File: src/rtl/uart_rx_pkg.sv
// Shared types and constants for the UART receive frame controller.
// Optional parity support is selected in the controller with UART_RX_PARITY_EN.
package uart_rx_pkg;

  localparam int DEF_CLKS_PER_BIT = 10416;
  localparam int DEF_DATA_BITS    = 8;

  typedef enum logic [2:0] {
    IDLE   = 3'd0,
    START  = 3'd1,
    DATA   = 3'd2,
    PARITY = 3'd3,
    STOP   = 3'd4,
    BREAK  = 3'd5
  } rx_state_e;

  // Width of the bit timer: enough to hold CLKS_PER_BIT-1, never zero.
  function automatic int timer_width(input int clks);
    return (clks > 1) ? $clog2(clks) : 1;
  endfunction

endpackage

File: src/rtl/uart_rx_bit_timer.sv
// Loadable down-counter used as the per-bit timer; tick is high while the count is zero.
// The counter parks at zero until the next load.
module uart_rx_bit_timer #(
  parameter int W = 14
) (
  input  logic         clk,
  input  logic         rst_n,
  input  logic         load,
  input  logic [W-1:0] load_val,
  output logic         tick
);

  logic [W-1:0] count;

  always_ff @(posedge clk or negedge rst_n) begin
    if (!rst_n) begin
      count <= '0;
    end else if (load) begin
      count <= load_val;
    end else if (count != '0) begin
      count <= count - W'(1);
    end
  end

  assign tick = (count == '0);

endmodule

File: src/rtl/uart_rx_frame_ctrl.sv
// Receive-side UART frame controller: synchronises rx, sequences the bit timer and delivers words
// on a valid/ready handshake. Define UART_RX_PARITY_EN to add an even-parity bit after the data.
module uart_rx_frame_ctrl
  import uart_rx_pkg::*;
#(
  parameter int CLKS_PER_BIT = DEF_CLKS_PER_BIT,
  parameter int DATA_BITS    = DEF_DATA_BITS
) (
  input  logic                 clk,
  input  logic                 rst_n,
  input  logic                 rx,
  output logic [DATA_BITS-1:0] rx_data,
  output logic                 rx_valid,
  input  logic                 rx_ready,
  output logic                 frame_err,
  output logic                 overrun_err,
  output logic                 parity_err,
  output logic                 busy,
  output rx_state_e            dbg_state
);

  localparam int TW = timer_width(CLKS_PER_BIT);
  localparam int IW = (DATA_BITS > 1) ? $clog2(DATA_BITS) : 1;
  localparam logic [TW-1:0] HALF_LOAD = TW'(CLKS_PER_BIT / 2 - 1);
  localparam logic [TW-1:0] FULL_LOAD = TW'(CLKS_PER_BIT - 1);
  localparam logic [IW-1:0] LAST_IDX  = IW'(DATA_BITS - 1);

  // Handshake: a word is transferred in any cycle where rx_valid && rx_ready are both high;
  // rx_valid/rx_data hold until then, and rx_ready without rx_valid has no effect.

  logic rx_m, rx_s;
  rx_state_e state, state_n;
  logic          tmr_load;
  logic [TW-1:0] tmr_val;
  logic          tick;
  logic [DATA_BITS-1:0] shift;
  logic [IW-1:0] bit_idx;
  logic shift_en, idx_clr, idx_inc;
  logic good_n, ferr_n;
  logic done_good, done_ferr;
`ifdef UART_RX_PARITY_EN
  logic par_cap, par_bad, perr_n, done_perr;
`endif

  always_ff @(posedge clk or negedge rst_n) begin
    if (!rst_n) begin
      rx_m <= 1'b1;
      rx_s <= 1'b1;
    end else begin
      rx_m <= rx;
      rx_s <= rx_m;
    end
  end

  uart_rx_bit_timer #(.W(TW)) u_timer (
    .clk      (clk),
    .rst_n    (rst_n),
    .load     (tmr_load),
    .load_val (tmr_val),
    .tick     (tick)
  );

  always_ff @(posedge clk or negedge rst_n) begin
    if (!rst_n) begin
      state <= IDLE;
    end else begin
      state <= state_n;
    end
  end

  always_comb begin
    state_n  = state;
    tmr_load = 1'b0;
    tmr_val  = '0;
    shift_en = 1'b0;
    idx_clr  = 1'b0;
    idx_inc  = 1'b0;
    good_n   = 1'b0;
    ferr_n   = 1'b0;
`ifdef UART_RX_PARITY_EN
    par_cap  = 1'b0;
    perr_n   = 1'b0;
`endif
    case (state)
      IDLE: begin
        if (!rx_s) begin
          tmr_load = 1'b1;
          tmr_val  = HALF_LOAD;
          state_n  = START;
        end
      end
      START: begin
        if (tick) begin
          if (!rx_s) begin
            tmr_load = 1'b1;
            tmr_val  = FULL_LOAD;
            idx_clr  = 1'b1;
            state_n  = DATA;
          end else begin
            state_n = IDLE;
          end
        end
      end
      DATA: begin
        if (tick) begin
          shift_en = 1'b1;
          tmr_load = 1'b1;
          tmr_val  = FULL_LOAD;
          if (bit_idx == LAST_IDX) begin
`ifdef UART_RX_PARITY_EN
            state_n = PARITY;
`else
            state_n = STOP;
`endif
          end else begin
            idx_inc = 1'b1;
          end
        end
      end
`ifdef UART_RX_PARITY_EN
      PARITY: begin
        if (tick) begin
          par_cap  = 1'b1;
          tmr_load = 1'b1;
          tmr_val  = FULL_LOAD;
          state_n  = STOP;
        end
      end
`endif
      STOP: begin
        if (tick) begin
          if (rx_s) begin
            state_n = IDLE;
`ifdef UART_RX_PARITY_EN
            if (par_bad) perr_n = 1'b1;
            else         good_n = 1'b1;
`else
            good_n = 1'b1;
`endif
          end else begin
            ferr_n  = 1'b1;
            state_n = BREAK;
          end
        end
      end
      BREAK: begin
        if (rx_s) state_n = IDLE;
      end
      default: state_n = IDLE;
    endcase
  end

  // Data bits arrive LSB first, so each one enters at the top and walks down.
  always_ff @(posedge clk or negedge rst_n) begin
    if (!rst_n) begin
      shift   <= '0;
      bit_idx <= '0;
    end else begin
      if (shift_en) shift <= {rx_s, shift[DATA_BITS-1:1]};
      if (idx_clr)      bit_idx <= '0;
      else if (idx_inc) bit_idx <= bit_idx + IW'(1);
    end
  end

`ifdef UART_RX_PARITY_EN
  // Even parity: the parity bit must equal the XOR of the data bits.
  always_ff @(posedge clk or negedge rst_n) begin
    if (!rst_n) begin
      par_bad <= 1'b0;
    end else if (idx_clr) begin
      par_bad <= 1'b0;
    end else if (par_cap) begin
      par_bad <= (rx_s != (^shift));
    end
  end
`endif

  // Completion flags are registered with the state update; outputs load one cycle later.
  always_ff @(posedge clk or negedge rst_n) begin
    if (!rst_n) begin
      done_good   <= 1'b0;
      done_ferr   <= 1'b0;
      rx_data     <= '0;
      rx_valid    <= 1'b0;
      frame_err   <= 1'b0;
      overrun_err <= 1'b0;
      busy        <= 1'b0;
    end else begin
      done_good   <= good_n;
      done_ferr   <= ferr_n;
      frame_err   <= done_ferr;
      overrun_err <= 1'b0;
      busy        <= (state != IDLE);
      if (rx_valid && rx_ready) rx_valid <= 1'b0;
      if (done_good) begin
        if (!rx_valid || rx_ready) begin
          rx_data  <= shift;
          rx_valid <= 1'b1;
        end else begin
          overrun_err <= 1'b1;
        end
      end
    end
  end

`ifdef UART_RX_PARITY_EN
  always_ff @(posedge clk or negedge rst_n) begin
    if (!rst_n) begin
      done_perr  <= 1'b0;
      parity_err <= 1'b0;
    end else begin
      done_perr  <= perr_n;
      parity_err <= done_perr;
    end
  end
`else
  assign parity_err = 1'b0;
`endif

  assign dbg_state = state;

endmodule

File: config.mk
export PLATFORM = sky130hd
export DESIGN_NAME = uart_rx_frame_ctrl
export DESIGN_NICKNAME = d
export VERILOG_FILES = /design/src/rtl/uart_rx_pkg.sv /design/src/rtl/uart_rx_bit_timer.sv /design/src/rtl/uart_rx_frame_ctrl.sv
export SDC_FILE = /design/constraint.sdc
export NUM_CORES = 1
export LEC_CHECK = 0
export BUFFER_PORTS_ARGS = -buffer_cell sky130_fd_sc_hd__buf_2
export CAP_MARGIN = 20
export CORE_MARGIN = 1
export CORE_UTILIZATION = 58
export CTS_CLUSTER_SIZE = 40
export DETAILED_ROUTE_END_ITERATION = 7
export PLACE_DENSITY = 0.77
export SYNTH_ARGS = -nofsm -noshare
export SYNTH_HDL_FRONTEND = slang
export SYNTH_SLANG_ARGS = --single-unit
File: constraint.sdc
create_clock -name clk -period 3.05 [get_ports clk]
set_input_delay 0.1525 -clock clk [delete_from_list [all_inputs] [get_ports clk]]
set_output_delay 0.1525 -clock clk [all_outputs]
set_load 0.03 [all_outputs]
==> results.cfg <==
[global_routing]
grt_pass1_wl_mm = 5.95
grt_overflow_total = 0
grt_pass1_vias = 1257
grt_max_degree = 45
antenna_found_initial = 0
grt.total_usage = 0.223

[die]
pin_count = 20
core_um2 = 3360
dieArea_um2 = 3770
die_h_um = 61.4
initial_core_util = 0.609
die_w_um = 61.4
rows = 21

[cts]
clk_pin_slew_ps = 130
cts_buffers = 5
cts_sinks = 44
clk_latency_ps = 370
cts_tree = done
post_cts_buffers = 0
post_cts_resized = 0
clock_path_buffers = 2
cts_max_level = 2
cts_root_buf = clkbuf_4

[worst_setup_path]
reg2regPathDepth = 5
reg2reg_slack_ps = 540
startpoint = u_timer.count[0]$_DFFE_PN0P_
cp.required_ps = 3310
cp_max_fo = 9
reg2reg_from = u_timer.count[0]$_DFFE_PN0P_
critPathKind = register to register
worstPathArrival_ps = 2770
setup.worst_path.end = shift[0]$_DFFE_PN0P_
r2r_end = shift[0]$_DFFE_PN0P_
start_kind = register
endpoint_kind = register

[cells_and_area]
syn2layout_area_growth_pct = 10.6
num_antenna_cells = 0
fill_cells = 263
fin_nets = 203
drive_gt1_frac = 0.276

[timing]
fmax_mhz = 398
finalClockSkew_ps = 11.4
drv_slew = 0
layout_min_cycle_time_ps = 2510
fin_ws_ps = 538
finalSetupTns_ps = 0
hold_viol = 0
worst_pin_slew_ps = 929
slew-limit-headroom = 0.380
holdWs_ps = 97.1
grt_setup_unrepaired = no
fin_crit_sh = 0.824
finalSetupViolations = 0

[detailed_routing]
vias = 1412
wl_per_cell_um = 15.5
antenna_left = 0
drt-initial-drc-count = 72
drt_wl_total_mm = 3.76
drc = 0
firstDrtPassIters = 4
via_per_inst = 5.83

[synthesis]
synth-seq-cells = 44
synth_top_area_cell = dfrtp_1
ys_types = 46
ys_seq_area_frac = 0.539
yosys_warnings = 0
syn_avg_cell_area_um2 = 11.8
yosys-top-cells-area = dfrtp_1 (51%), mux2_4 (5.9%), mux2_2 (4.9%)
netlist_instances = 174
syn_nets = 182
syn-cell-area_um2 = 2050
synth.top_cell.area_share = 0.513
synthArstFlopShare = 1.00
synth_edf_count = 0
synth_ff_type = dfrtp_1

[place]
dpl.hpwl_mm = 2.64
port_buffers = 18
gp_congestion = 0.835
place_ws_ps = 563

[worst_hold_path]
hold_path_depth = 3
hp-class = primary input to register

[power_and_ir_drop]
power_density_nw_per_um2 = 429
vdd_ir_drop_max_mv = 0.249
p_leak_uw = 0.00112

[job]
maxCapViolCount = 0

[run_status]
status = finished, final reports clean
worst min path at each step:
stage | start | to | slack (ps)
CTS | rx_ready | overrun_err$_DFF_PN0_ | 100
global route | rx_ready | overrun_err$_DFF_PN0_ | 110
floorplan | rst_n | bit_idx[0]$_DFFE_PN0P_ | -140
global placement | rx | rx_m$_DFF_PN1_ | 260
detailed placement | rx | rx_m$_DFF_PN1_ | 260
finish | rx_ready | overrun_err$_DFF_PN0_ | 100
sequential cells by signal (all words and copies together), names as in the netlist, 3 cells and up:
| name | flops |
|---|---|
| bit_idx | 3 |
| dbg_state | 3 |
| rx_data | 8 |
| shift | 8 |
| u_timer.count | 14 |
cells by family after synthesis:
group,Yosys count,share of synthesized area
adder cells (fa/ha/maj),4,0.0244
AND/OR/NAND/NOR,61,0.181
AO/OA/AOI/OAI,26,0.0788
multiplexers,18,0.113
flip-flops,44,0.539
other,1,0.00183
buffers and inverters,12,0.0281
XOR/XNOR,8,0.0342
layout make-up:
class,instances,area [um^2],area share
clock buffer,5,37.5,0.0166
clock inverter,3,42.5,0.0188
inverter,5,18.8,0.00829
multi-input combinational,118,887,0.392
sequential,44,1100,0.487
tap,46,57.6,0.0254
timing repair buffer,21,118,0.0519
per-layer routing:
| layer | share of wire | global-route usage | routed length (um) | vias to the layer above |
|---|---|---|---|---|
| met5 | 0 | 0 | 0 | - |
| met4 | 0.024 | 0.0889 | 89 | 0 |
| met3 | 0.046 | 0.0693 | 173 | 11 |
| met2 | 0.49 | 0.345 | 1830 | 35 |
| met1 | 0.44 | 0.297 | 1670 | 695 |
| li1 | - | - | - | 671 |
report_power, final:
group | internal (uW) | switching, uW | leakage, uW
sequential | 586 | 1.92 | 0.000567
clock | 171 | 194 | 0.0000412
combinational | 4.39 | 14.5 | 0.000514
metrics by stage:
step | util | cell area [um^2] | cells | power [uW]
3_5_place_dp | 0.644 | 2160 | 232 | 617
6_report | 0.673 | 2260 | 242 | 972
2_1_floorplan | - | 2050 | 174 | 604
5_1_grt | 0.673 | 2260 | 242 | 1000
3_3_place_gp | 0.644 | 2160 | 232 | 616
4_1_cts | 0.673 | 2260 | 242 | 980
synth_stat cells, types with 2 or more instances:
master,count
dfrtp_1,42
nand2_1,12
mux2_2,9
o21ai_0,9
mux2_4,8
nor2_1,8
nand3_1,6
nor4_1,6
a21oi_1,5
inv_1,5
clkbuf_1,4
ha_1,4
or4_1,4
xnor2_1,4
xor2_1,4
a21o_1,3
nand2b_1,3
nor3b_1,3
a21boi_0,2
dfstp_2,2
nand4b_1,2
nor3_1,2
nor4_2,2
or3_1,2
or3b_2,2
critical path, cell delays in order (launching register included):
cell	delay, ps
dfrtp_1	450
inv_1	110
ha_1	180
or4b_1	480
or4_1	780
mux2_4	400
placed cells by master, fill, tap and decap left out, types with 2 or more instances in the layout:
| master | Yosys | final |
|---|---|---|
| or3_1 | 2 | 2 |
| mux2_4 | 8 | 8 |
| dfstp_2 | 2 | 2 |
| mux2_2 | 9 | 9 |
| buf_2 | 0 | 18 |
| nor3_1 | 2 | 2 |
| a21o_1 | 3 | 3 |
| xor2_1 | 4 | 4 |
| nor4_2 | 2 | 2 |
| nand2_1 | 12 | 12 |
| nand2b_1 | 3 | 3 |
| nor4_1 | 6 | 6 |
| inv_1 | 5 | 5 |
| nor3b_1 | 3 | 3 |
| nand3_1 | 6 | 6 |
| ha_1 | 4 | 4 |
| or3b_2 | 2 | 2 |
| xnor2_1 | 4 | 4 |
| clkbuf_4 | 0 | 5 |
| nor2_1 | 8 | 8 |
| a21oi_1 | 5 | 5 |
| dfrtp_1 | 42 | 42 |
| dlygate4sd3_1 | 0 | 2 |
| nand4b_1 | 2 | 2 |
| or4_1 | 4 | 4 |
| a21boi_0 | 2 | 2 |
| o21ai_0 | 9 | 9 |
what timing repair did:
item,CTS,global route
endpoints found under the hold margin,43,0
setup endpoints to repair,0,0
hold buffers,2,0
Power figures use the tool's default switching activity.
